===== config.mk =====
export PLATFORM = sky130hd
export DESIGN_NAME = aidc_lite_decomp_cfg_mq_flat
export DESIGN_NICKNAME = d
export VERILOG_FILES = /design/src/rtl/aidc_lite_decomp_cfg_mq_if.sv /design/src/rtl/aidc_lite_decomp_cfg_mq.sv /design/src/flat_wrapper.sv
export SDC_FILE = /design/constraint.sdc
export NUM_CORES = 1
export LEC_CHECK = 0
export BUFFER_PORTS_ARGS = -buffer_cell sky130_fd_sc_hd__buf_4
export CAP_MARGIN = 10
export CORE_ASPECT_RATIO = 0.6
export CORE_MARGIN = 2
export CORE_UTILIZATION = 55
export DETAILED_ROUTE_END_ITERATION = 12
export PLACE_DENSITY = 0.73
export SYNTH_ARGS = -nofsm -noshare
export SYNTH_HDL_FRONTEND = slang
export SYNTH_SLANG_ARGS = --single-unit

===== constraint.sdc =====
create_clock -name clk -period 2.4 [get_ports clk]
set_input_delay 0.48 -clock clk [delete_from_list [all_inputs] [get_ports clk]]
set_output_delay 0.48 -clock clk [all_outputs]
set_load 0.1 [all_outputs]

===== src/rtl/aidc_lite_decomp_cfg_mq_if.sv =====
// APB3 register-port bundle for the decompressor config block.
interface apb_intf;
  logic        psel;
  logic        penable;
  logic        pwrite;
  logic [31:0] paddr;
  logic [31:0] pwdata;
  logic [31:0] prdata;
  logic        pready;
  logic        pslverr;

  modport master (output psel, penable, pwrite, paddr, pwdata,
                  input  prdata, pready, pslverr);
  modport slave  (input  psel, penable, pwrite, paddr, pwdata,
                  output prdata, pready, pslverr);
endinterface


===== src/rtl/aidc_lite_decomp_cfg_mq.sv =====
// Multi-channel decompressor config/status: per-channel staging regs, descriptor
// queues drained by valid/ready, outstanding tracking, done counters and IRQ.
module aidc_lite_decomp_cfg_mq #(
  parameter int unsigned NUM_CH  = 2,
  parameter int unsigned Q_DEPTH = 4,
  parameter int unsigned CNT_W   = 16
) (
  input  logic                     clk,
  input  logic                     rst_n,
  apb_intf.slave                   apb_if,
  output logic [NUM_CH-1:0]        desc_valid_o,
  input  logic [NUM_CH-1:0]        desc_ready_i,
  output logic [NUM_CH-1:0][31:0]  desc_src_o,
  output logic [NUM_CH-1:0][31:0]  desc_dst_o,
  output logic [NUM_CH-1:0][25:0]  desc_len_o,
  input  logic [NUM_CH-1:0]        done_i,
  output logic                     irq_o
);

  localparam int unsigned PTR_W  = $clog2(Q_DEPTH);
  localparam int unsigned QCNT_W = $clog2(Q_DEPTH + 1);
  localparam int unsigned OUT_W  = QCNT_W + 1;
  localparam logic [QCNT_W-1:0] Q_FULL = QCNT_W'(Q_DEPTH);

  typedef struct packed {
    logic [31:0] src;
    logic [31:0] dst;
    logic [25:0] len;
  } desc_t;

  logic [3:0]        ch_idx;
  logic [3:0]        reg_idx;
  logic              ch_ok;
  logic              wr_cmt;
  logic              rd_cap;
  logic [31:0]       rd_ch [NUM_CH];
  logic [31:0]       rd_mux;
  logic [31:0]       prdata_q;
  logic [NUM_CH-1:0] irq_vec;

  assign ch_idx  = apb_if.paddr[9:6];
  assign reg_idx = apb_if.paddr[5:2];
  assign ch_ok   = ({1'b0, ch_idx} < 5'(NUM_CH));
  assign wr_cmt  = apb_if.psel & apb_if.penable & apb_if.pwrite & ch_ok;
  assign rd_cap  = apb_if.psel & ~apb_if.penable & ~apb_if.pwrite;

  wire unused_paddr = &{1'b0, apb_if.paddr[31:10], apb_if.paddr[1:0]};

  assign apb_if.pready  = 1'b1;
  assign apb_if.pslverr = apb_if.psel & apb_if.penable & ~ch_ok;
  assign apb_if.prdata  = prdata_q;

  for (genvar c = 0; c < NUM_CH; c++) begin : g_ch
    logic [31:0]       src_q;
    logic [31:0]       dst_q;
    logic [25:0]       len_q;
    desc_t             mem [Q_DEPTH];
    logic [PTR_W-1:0]  wr_ptr;
    logic [PTR_W-1:0]  rd_ptr;
    logic [QCNT_W-1:0] count;
    logic [OUT_W-1:0]  outst;
    logic [CNT_W-1:0]  done_cnt;
    logic [1:0]        int_st;
    logic [1:0]        int_en;
    logic              sel, doorbell, full, empty, push, pop, done_ok, busy;
    logic [1:0]        w1c;

    assign sel      = wr_cmt && (ch_idx == 4'(c));
    assign doorbell = sel && (reg_idx == 4'd3) && apb_if.pwdata[0];
    assign full     = (count == Q_FULL);
    assign empty    = (count == '0);
    // Full is judged on the pre-pop count, so a doorbell into a full queue drops
    assign push     = doorbell && !full;
    assign pop      = !empty && desc_ready_i[c];
    assign done_ok  = done_i[c] && (outst != '0);
    assign busy     = !empty || (outst != '0);
    assign w1c      = (sel && (reg_idx == 4'd6)) ? apb_if.pwdata[1:0] : 2'b00;

    assign desc_valid_o[c] = !empty;
    assign desc_src_o[c]   = mem[rd_ptr].src;
    assign desc_dst_o[c]   = mem[rd_ptr].dst;
    assign desc_len_o[c]   = mem[rd_ptr].len;
    assign irq_vec[c]      = |(int_st & int_en);

    always_ff @(posedge clk or negedge rst_n) begin
      if (!rst_n) begin
        src_q    <= '0;
        dst_q    <= '0;
        len_q    <= '0;
        wr_ptr   <= '0;
        rd_ptr   <= '0;
        count    <= '0;
        outst    <= '0;
        done_cnt <= '0;
        int_st   <= '0;
        int_en   <= '0;
        for (int i = 0; i < Q_DEPTH; i++) mem[i] <= '0;
      end else begin
        if (sel && reg_idx == 4'd0) src_q  <= apb_if.pwdata;
        if (sel && reg_idx == 4'd1) dst_q  <= apb_if.pwdata;
        if (sel && reg_idx == 4'd2) len_q  <= apb_if.pwdata[31:6];
        if (sel && reg_idx == 4'd7) int_en <= apb_if.pwdata[1:0];
        if (push) begin
          mem[wr_ptr] <= '{src: src_q, dst: dst_q, len: len_q};
          wr_ptr      <= wr_ptr + 1'b1;
        end
        if (pop) rd_ptr <= rd_ptr + 1'b1;
        count <= count + QCNT_W'(push) - QCNT_W'(pop);
        if (pop && !done_ok)      outst <= outst + 1'b1;
        else if (done_ok && !pop) outst <= outst - 1'b1;
        // A completion landing on the clearing write still counts
        if (done_ok)
          done_cnt <= (sel && reg_idx == 4'd5) ? CNT_W'(1)
                    : ((done_cnt == '1) ? done_cnt : done_cnt + 1'b1);
        else if (sel && reg_idx == 4'd5)
          done_cnt <= '0;
        int_st <= (int_st & ~w1c) | {doorbell && full, done_ok};
      end
    end

    always_comb begin
      rd_ch[c] = '0;
      case (reg_idx)
        4'd0: rd_ch[c] = src_q;
        4'd1: rd_ch[c] = dst_q;
        4'd2: rd_ch[c] = {len_q, 6'd0};
        4'd4: rd_ch[c] = {8'd0, 8'(outst), 8'(count), 5'd0, full, empty, busy};
        4'd5: rd_ch[c] = 32'(done_cnt);
        4'd6: rd_ch[c] = {30'd0, int_st};
        4'd7: rd_ch[c] = {30'd0, int_en};
        default: rd_ch[c] = '0;
      endcase
    end
  end

  // Channel select for readback; out-of-range channels read 0
  always_comb begin
    rd_mux = '0;
    for (int c = 0; c < NUM_CH; c++)
      if (ch_idx == 4'(c)) rd_mux = rd_ch[c];
  end

  always_ff @(posedge clk or negedge rst_n) begin
    if (!rst_n) begin
      prdata_q <= '0;
      irq_o    <= 1'b0;
    end else begin
      if (rd_cap) prdata_q <= ch_ok ? rd_mux : 32'd0;
      irq_o <= |irq_vec;
    end
  end

endmodule

===== src/flat_wrapper.sv =====
// flat-port wrapper written by rule: the top's interface ports become plain ports
module aidc_lite_decomp_cfg_mq_flat 
#(
  parameter int unsigned NUM_CH  = 2,
  parameter int unsigned Q_DEPTH = 4,
  parameter int unsigned CNT_W   = 16
)
  (clk, rst_n, desc_valid_o, desc_ready_i, desc_src_o, desc_dst_o, desc_len_o, done_i, irq_o, apb_if_psel, apb_if_penable, apb_if_pwrite, apb_if_paddr, apb_if_pwdata, apb_if_prdata, apb_if_pready, apb_if_pslverr);
  apb_intf apb_if_i ();
  input  logic clk;
  input  logic rst_n;
  output logic [NUM_CH-1:0] desc_valid_o;
  input  logic [NUM_CH-1:0] desc_ready_i;
  output logic [NUM_CH-1:0][31:0] desc_src_o;
  output logic [NUM_CH-1:0][31:0] desc_dst_o;
  output logic [NUM_CH-1:0][25:0] desc_len_o;
  input  logic [NUM_CH-1:0] done_i;
  output logic irq_o;
  input wire logic [$bits(apb_if_i.psel)-1:0] apb_if_psel;
  input wire logic [$bits(apb_if_i.penable)-1:0] apb_if_penable;
  input wire logic [$bits(apb_if_i.pwrite)-1:0] apb_if_pwrite;
  input wire logic [$bits(apb_if_i.paddr)-1:0] apb_if_paddr;
  input wire logic [$bits(apb_if_i.pwdata)-1:0] apb_if_pwdata;
  output wire logic [$bits(apb_if_i.prdata)-1:0] apb_if_prdata;
  output wire logic [$bits(apb_if_i.pready)-1:0] apb_if_pready;
  output wire logic [$bits(apb_if_i.pslverr)-1:0] apb_if_pslverr;
  assign apb_if_i.psel = apb_if_psel;
  assign apb_if_i.penable = apb_if_penable;
  assign apb_if_i.pwrite = apb_if_pwrite;
  assign apb_if_i.paddr = apb_if_paddr;
  assign apb_if_i.pwdata = apb_if_pwdata;
  assign apb_if_prdata = apb_if_i.prdata;
  assign apb_if_pready = apb_if_i.pready;
  assign apb_if_pslverr = apb_if_i.pslverr;
  aidc_lite_decomp_cfg_mq #(.NUM_CH(NUM_CH), .Q_DEPTH(Q_DEPTH), .CNT_W(CNT_W)) u_core (.clk(clk), .rst_n(rst_n), .apb_if(apb_if_i), .desc_valid_o(desc_valid_o), .desc_ready_i(desc_ready_i), .desc_src_o(desc_src_o), .desc_dst_o(desc_dst_o), .desc_len_o(desc_len_o), .done_i(done_i), .irq_o(irq_o));
endmodule

==> results of run 1 <==
[through the flow]
stage	total power (µW)	hold slack, ns	instance area, µm²	setup slack [ns]
floorplan	21300	0.184	44200	-0.139
global placement	23900	0.428	49200	-0.445
detailed placement	24000	0.448	49200	-0.459
CTS	39500	0.0331	53300	-0.443
global route	41200	0.0406	53700	-0.469
finish	39800	0.0734	53700	-0.410
[state kept, by name, indices dropped and copies added, names as in the netlist, 6 cells and up]
| name | cells |
|---|---|
| u_core.apb_if.prdata | 32 |
| u_core.g_ch.count | 6 |
| u_core.g_ch.done_cnt | 32 |
| u_core.g_ch.dst_q | 64 |
| u_core.g_ch.len_q | 52 |
| u_core.g_ch.mem | 720 |
| u_core.g_ch.outst | 8 |
| u_core.g_ch.src_q | 64 |
[metal layers]
layer	share of wire	vias up
met3	0.061	157
met2	0.47	746
met1	0.45	14701
met5	0	-
li1	-	11497
met4	0.021	0
[layout make-up]
| type | count | share of cell area |
|---|---|---|
| antenna | 3 | 0.000140 |
| clock inverter | 33 | 0.00575 |
| clock buffer | 132 | 0.0512 |
| inverter | 19 | 0.00158 |
| timing repair buffer | 526 | 0.112 |
| tap | 1066 | 0.0248 |
| sequential | 995 | 0.464 |
| multi-input combinational | 1636 | 0.341 |
[cells in the final DEF (no fill, tap or decap), types with 16 or more instances in the layout]
cell type	n
sky130_fd_sc_hd__ha_1	17
sky130_fd_sc_hd__o22ai_1	24
sky130_fd_sc_hd__o21ai_0	34
sky130_fd_sc_hd__buf_4	257
sky130_fd_sc_hd__mux2_2	926
sky130_fd_sc_hd__nand2_1	37
sky130_fd_sc_hd__clkinv_2	22
sky130_fd_sc_hd__xor2_1	16
sky130_fd_sc_hd__dfrtp_1	991
sky130_fd_sc_hd__a22o_1	35
sky130_fd_sc_hd__inv_1	16
sky130_fd_sc_hd__xnor2_1	27
sky130_fd_sc_hd__a22oi_1	40
sky130_fd_sc_hd__mux2i_1	38
sky130_fd_sc_hd__clkbuf_16	100
sky130_fd_sc_hd__a21oi_1	19
sky130_fd_sc_hd__buf_6	125
sky130_fd_sc_hd__buf_12	75
sky130_fd_sc_hd__buf_8	58
sky130_fd_sc_hd__nand3_1	20
sky130_fd_sc_hd__clkbuf_1	16
sky130_fd_sc_hd__mux4_2	180
sky130_fd_sc_hd__nor2_1	57
sky130_fd_sc_hd__clkbuf_8	19
[cell families after synthesis]
family,share of synthesized area
DFF,0.564
and+or+nand+nor,0.0248
muxes,0.337
xor gates and xnor gates,0.00873
buffers and inverters,0.0234
other,0.0000850
adders and majority gates,0.00748
AOI/OAI and AO/OA,0.0346
[power by group through the flow]
stage | logic (µW) | registers, µW | clock network (µW)
global placement | 5860 | 18000 | 0
detailed placement | 5980 | 18100 | 0
global route | 7670 | 17700 | 15900
CTS | 6690 | 17600 | 15200
floorplan | 3610 | 17700 | 0
finish | 7170 | 17600 | 14900
[worst register-to-register path, stage by stage, from the launching register on]
cell	delay, ns
sky130_fd_sc_hd__dfrtp_1	0.42
sky130_fd_sc_hd__nor3_4	0.32
sky130_fd_sc_hd__inv_2	0.06
sky130_fd_sc_hd__and2_4	0.20
sky130_fd_sc_hd__ha_2	0.20
sky130_fd_sc_hd__inv_1	0.07
sky130_fd_sc_hd__ha_1	0.23
sky130_fd_sc_hd__a21o_1	0.19
sky130_fd_sc_hd__a21oi_2	0.15
sky130_fd_sc_hd__xnor2_1	0.14
sky130_fd_sc_hd__nor2_1	0.07
sky130_fd_sc_hd__xor2_1	0.14
[final timing paths]
kind                            cells after the start                                 start                                    to  slack (ns)
worst max-delay path                                5  u_core.g_ch[1].rd_ptr[0]$_DFFE_PN0P_                        desc_len_o[36]       -0.41
worst min-delay path                                2                      apb_if_pwdata[2]   u_core.g_ch[1].src_q[2]$_DFFE_PN0P_        0.07
worst max register to register                     11     u_core.g_ch[1].count[2]$_DFF_PN0_   u_core.g_ch[1].outst[3]$_DFFE_PN0P_        0.09
worst min register to register                      2  u_core.apb_if.prdata[13]$_DFFE_PN0P_  u_core.apb_if.prdata[13]$_DFFE_PN0P_        0.48
max in group asynchronous                           3                                 rst_n  u_core.g_ch[1].rd_ptr[1]$_DFFE_PN0P_        1.13
min in group asynchronous                           2                                 rst_n   u_core.g_ch[0].mem[106]$_DFFE_PN0P_        0.32
[what timing repair did]
item | CTS | global route
setup buffers | 17 | 6
gates resized for setup | 210 | 77
hold buffers | 1 | 0
cloned | 1 | 5
hold endpoints to repair | 26 | 0
pin swaps | 0 | 3
endpoints found under the setup margin | 186 | 189
==> results.rst, run 1 <==
.. list-table::
   :header-rows: 1

   * - Metric
     - Value
   * - Status
     - finished with violations
   * - Failing checks
     - negative setup slack
   * - Endpoint type of the worst setup path
     - output pin
   * - Number of ports placed on the die boundary
     - 290
   * - Net Count, Synth
     - 2929
   * - TritonCTS clock tree
     - done
   * - Count of distinct cell types in the synthesized netlist
     - 65
   * - Number of remaining DRC errors
     - 0
   * - Number of global-route vias before repair
     - 28893
   * - Leading area contributor after synthesis
     - sky130_fd_sc_hd__dfrtp_1
   * - GR met3 Demand/Resource
     - 0.0596
   * - Most frequently used flop master after synthesis
     - sky130_fd_sc_hd__dfrtp_1
   * - Sequential Area
     - 0.0249 mm²
   * - Height of the die
     - 223 µm
   * - Net total in the final layout
     - around 3400
   * - Syn-to-layout area delta
     - 21.8%
   * - Width of the chip
     - 370 µm
   * - Antenna violations before repair
     - 2
   * - Share of the synthesized area in the top cell type
     - 0.564
   * - Combinational cell fraction of total power
     - 0.180
   * - Final Instance Count excl. Fillers
     - 4410
   * - Area of combinational cells with multiple inputs
     - about 0.018 mm²
   * - Async set or reset register ratio after synthesis
     - 1.00
   * - Register area share after synthesis
     - 0.564
   * - Final critical-path share of the clock period
     - 1.17
   * - Routability congestion estimate from global placement
     - approximately 0.96
   * - Total setup violations reported at the end of the flow
     - 180
   * - Maximum buffer depth of the clock tree
     - 3
   * - Worst slew slack as a fraction of its limit
     - 0.476
   * - Cell class contributing the biggest share of worst-path delay
     - buffers and inverters
   * - Setup Skew
     - about 0.025 ns
   * - Average detailed-routed wire length per instance
     - 27.1 µm
   * - GR Layer Usage met2
     - 0.447
   * - Minimum period implied by the final worst setup slack
     - 2.81 ns
   * - Worst path cell trace
     - buf_12, clkbuf_16, buf_12, mux4_2, buf_8
   * - Synthesized area divided by synthesized cell count
     - 15.6 µm²
   * - Most Crowded Layer GR
     - met2
   * - Number of buffers created by CTS
     - 91
   * - Number of DRC markers in iteration 0
     - approximately 2100
   * - Type of the worst min-delay path
     - input pin to register
   * - Number of iterations in the first detailed-routing pass
     - 7
   * - Clock-pin slew on the worst setup and hold paths
     - 0.07 ns
   * - Switching portion of total power
     - 0.268
   * - Number of enable flip-flop cells after synthesis
     - 0
   * - Post-route antenna net violation count
     - 0
   * - Most instantiated cells after synthesis
     - sky130_fd_sc_hd__dfrtp_1, sky130_fd_sc_hd__mux2_2, sky130_fd_sc_hd__mux4_2, sky130_fd_sc_hd__clkbuf_1, sky130_fd_sc_hd__nor2_1
   * - Top area cells in the synthesized netlist
     - sky130_fd_sc_hd__dfrtp_1, sky130_fd_sc_hd__mux2_2, sky130_fd_sc_hd__mux4_2, sky130_fd_sc_hd__buf_6, sky130_fd_sc_hd__clkbuf_1
   * - NetSw
     - 10600 µW
   * - Aggregate global-route resource usage
     - 0.292
   * - Cell Area, Synth
     - 0.0441 mm²
   * - Number of I/O port buffers
     - between 200 and 300
   * - Initial standard-cell utilization of the core
     - 0.555
   * - CP Data Arrival Time
     - 2.33 ns
   * - Slowest cell on the critical path
     - sky130_fd_sc_hd__dfrtp_4
   * - Count of max-cap constraint violations
     - 0
   * - Die Area
     - 0.0826 mm²
   * - Flop and latch count out of synthesis
     - 995
   * - Sum of negative setup slack
     - -60.41 ns
   * - Maximum number of pins on one net before global-route repair
     - 95
   * - Slew of the pin with the lowest slew margin
     - 0.777 ns
   * - Library cell with the highest instance count after synthesis
     - sky130_fd_sc_hd__dfrtp_1
   * - Power density over the cells
     - 740 mW/mm²
   * - Met1 GRT Util
     - 0.434
   * - Total number of yosys warnings
     - 0
   * - Leakage Power
     - ~0.027 µW
   * - Required time at the endpoint of the critical path
     - between 1.5 and 2 ns
   * - Final-report hold violation count
     - 0
   * - WS Path Type
     - register to output pin
   * - Overall via count from detail_route
     - 27101
   * - Worst-case vdd ir drop
     - slightly above 0.5 mV
   * - Insertion delay to the later sink of the worst-skew pair
     - 0.68 ns
   * - Total congestion overflow after global routing
     - 0
   * - Critical path startpoint category
     - register
   * - Slowest stage delay, CP
     - 0.50 ns
   * - Filler Cells Inserted
     - 5337
   * - Clk pwr share
     - 0.376
   * - Number of H-tree levels
     - 3
   * - Power share of the sequential group
     - 0.444
   * - Final cell utilization of the core
     - 0.676
   * - Final setup margin
     - -0.410 ns
   * - Max Slew Vio Count
     - 0
   * - Placed insts
     - 4212
   * - Cell internal pwr
     - 29100 µW
   * - WP buf/inv
     - 4
   * - RSZ-0062 raised after global routing
     - true
   * - Vias per cell
     - 6.15
   * - Highest clock rate
     - about 0.36 GHz
   * - Number of sinks handled by clock tree synthesis
     - 995
   * - Most frequent CP cell
     - sky130_fd_sc_hd__buf_12
   * - Core Region
     - 0.0795 mm²
   * - Wire length of the first global-routing pass
     - 182 mm
   * - Number of cell rows
     - 80
   * - HPWL Detailed
     - 83.4 mm
   * - Post-Syn Instances
     - 2832
   * - Maximum fanout count along the critical path
     - 7
   * - Share of post-route cells with drive strength above 1
     - 0.545
   * - Root Buffer
     - sky130_fd_sc_hd__clkbuf_16
   * - DRT Wirelength
     - ~120 mm
(Power assumes the default switching activity.)
==> inputs of run 2 (changes only) <==
CORE_UTILIZATION = 58   (was 55)
CTS_BUF_LIST = sky130_fd_sc_hd__clkbuf_16   (was unset)
PLACE_DENSITY = 0.74   (was 0.73)
clock period = 3.45 ns   (was 2.4 ns; I/O delays follow)
==> results.rst, run 2 (same netlist as run 1, synthesis figures left out) <==
.. list-table::
   :header-rows: 1

   * - Metric
     - Value
   * - Status
     - finished, final reports clean
   * - Leakage Power
     - about 0.025 µW
   * - Number of iterations in the first detailed-routing pass
     - 7
   * - Initial standard-cell utilization of the core
     - 0.585
   * - TritonCTS clock tree
     - done
   * - Post-route antenna net violation count
     - 0
   * - Core Region
     - 0.0754 mm²
   * - Total congestion overflow after global routing
     - 0
   * - Wire length on met2
     - 54.0 mm
   * - Number of global-route vias before repair
     - 27967
   * - Width of the chip
     - 360 µm
   * - Number of ports placed on the die boundary
     - 290
   * - Worst slew slack as a fraction of its limit
     - 0.276
   * - Final setup margin
     - between 0.2 and 0.25 ns
   * - Max Slew Vio Count
     - 0
   * - Root Buffer
     - sky130_fd_sc_hd__clkbuf_16
   * - Final critical-path share of the clock period
     - 0.936
   * - Height of the die
     - between 200 and 250 µm
   * - Aggregate global-route resource usage
     - 0.293
   * - DP Worst Slack
     - between 0.15 and 0.2 ns
   * - RSZ-0062 raised after global routing
     - false
   * - Required time at the endpoint of the critical path
     - about 2.8 ns
   * - Power density over the cells
     - 506 mW/mm²
   * - Syn-to-layout area delta
     - 14.3%
   * - Minimum period implied by the final worst setup slack
     - 3.23 ns
   * - Overall via count from detail_route
     - 26531
   * - Number of I/O port buffers
     - 264
   * - Maximum fanout count along the critical path
     - 14
   * - Number of H-tree levels
     - 3
   * - Maximum buffer depth of the clock tree
     - 3
   * - Top register by number of flip-flops
     - u_core.g_ch.mem
   * - Overall Power
     - 25500 µW
   * - Number of remaining DRC errors
     - 0
   * - Slew of the pin with the lowest slew margin
     - 1.08 ns
   * - Count of max-cap constraint violations
     - 0
   * - Vias per cell
     - 6.35
   * - Highest layer used for signal routing
     - met5
   * - Number of sinks handled by clock tree synthesis
     - approximately 1000
   * - Insertion delay to the later sink of the worst-skew pair
     - 0.66 ns
   * - Clock-pin slew on the worst setup and hold paths
     - ~0.070 ns
   * - Most common cell after layout, fill and taps aside
     - sky130_fd_sc_hd__dfrtp_1
   * - Wire length of the first global-routing pass
     - 174 mm
   * - Die Area
     - just under 0.08 mm²
   * - Final-report hold violation count
     - 0
   * - HPWL Detailed
     - just under 80 mm
   * - Average detailed-routed wire length per instance
     - 27.1 µm
   * - Number of flip-flops in the largest register
     - 720
   * - Post-Route M1 WL
     - 48.1 mm
   * - Sum of negative setup slack
     - 0 ns
   * - Setup Skew
     - 0.0191 ns
   * - Antenna violations before repair
     - 1
   * - CP Data Arrival Time
     - around 2.5 ns
   * - Maximum number of pins on one net before global-route repair
     - approximately 110
   * - Total setup violations reported at the end of the flow
     - 0
   * - Critical path startpoint category
     - register
   * - DRT Wirelength
     - 113 mm
   * - Type of the worst min-delay path
     - input pin to register
   * - Share of post-route cells with drive strength above 1
     - 0.507
   * - Most frequent cells in the layout
     - sky130_fd_sc_hd__dfrtp_1, sky130_fd_sc_hd__mux2_2, sky130_fd_sc_hd__buf_4
   * - Routability congestion estimate from global placement
     - 0.948
   * - Endpoint type of the worst setup path
     - output pin
   * - Worst-case vdd ir drop
     - 0.421 mV
   * - Largest registers ranked by flip-flop count
     - u_core.g_ch.mem x720, u_core.g_ch.dst_q x64, u_core.g_ch.src_q x64
   * - Number of DRC markers in iteration 0
     - 2049
   * - Highest clock rate
     - ~0.31 GHz
   * - WS Path Type
     - register to output pin
   * - Met3 wire length
     - 8.29 mm
   * - Number of cell rows
     - 78
   * - Net total in the final layout
     - about 3200
   * - Number of buffers created by CTS
     - 90
==> run 2: power breakdown <==
| part | total [µW] | internal [µW] | switching (µW) |
|---|---|---|---|
| clock | 9570 | 5240 | 4340 |
| sequential | 12400 | 11900 | 470 |
| combinational | 3600 | 1520 | 2080 |
| total | 25500 | 18700 | 6880 |
==> run 2: stage by stage <==
step                      instances  utilization  instance area (µm²)  hold WS (ns)
after global routing           4179        0.669                50400         0.302
final                          4179        0.669                50400         0.320
after global placement         4013        0.632                47600         0.471
after detailed placement       4013        0.632                47600         0.477
after floorplan                2832            -                44100         0.394
after CTS                      4178        0.669                50400         0.284
==> run 2: final cells by class <==
class,count,area (µm²)
multi-input combinational,1636,18300
clock buffer,93,2330
sequential,995,24900
inverter,19,71.3
clock inverter,70,433
timing repair buffer,365,3150
tap,1000,1250
fill,5176,25000
antenna,1,2.50
==> run 2: final timing paths <==
check | start | endpoint | slack (ns) | cells past startpoint
worst max-delay path | u_core.g_ch[1].rd_ptr[0]$_DFFE_PN0P_ | desc_len_o[39] | 0.22 | 3
worst min-delay path | apb_if_pwdata[5] | u_core.g_ch[1].dst_q[5]$_DFFE_PN0P_ | 0.32 | 2
worst max register to register | u_core.g_ch[0].count[2]$_DFF_PN0_ | u_core.g_ch[0].mem[150]$_DFFE_PN0P_ | 0.52 | 7
worst min register to register | u_core.apb_if.prdata[19]$_DFFE_PN0P_ | u_core.apb_if.prdata[19]$_DFFE_PN0P_ | 0.49 | 2
max in group asynchronous | rst_n | u_core.g_ch[1].mem[156]$_DFFE_PN0P_ | 1.71 | 4
min in group asynchronous | rst_n | u_core.g_ch[0].mem[261]$_DFFE_PN0P_ | 0.59 | 2
==> run 2: critical path: stages (launching register included) <==
cell,delay [ns]
sky130_fd_sc_hd__dfrtp_4,0.63
sky130_fd_sc_hd__buf_4,0.36
sky130_fd_sc_hd__mux4_2,0.62
sky130_fd_sc_hd__buf_4,0.27
==> run 2: per-layer routing <==
metal	global-route usage	vias up
li1	-	11211
met1	0.414	14324
met2	0.463	842
met3	0.0655	152
met4	0.0780	2
met5	0.00980	-
==> run 2: repair_timing <==
action / in CTS / in global routing
hold endpoints to repair: 3 / 0
resized for setup: 0 / 0
hold buffers: 1 / 0
setup endpoints to repair: 10 / 0
setup buffers: 1 / 0
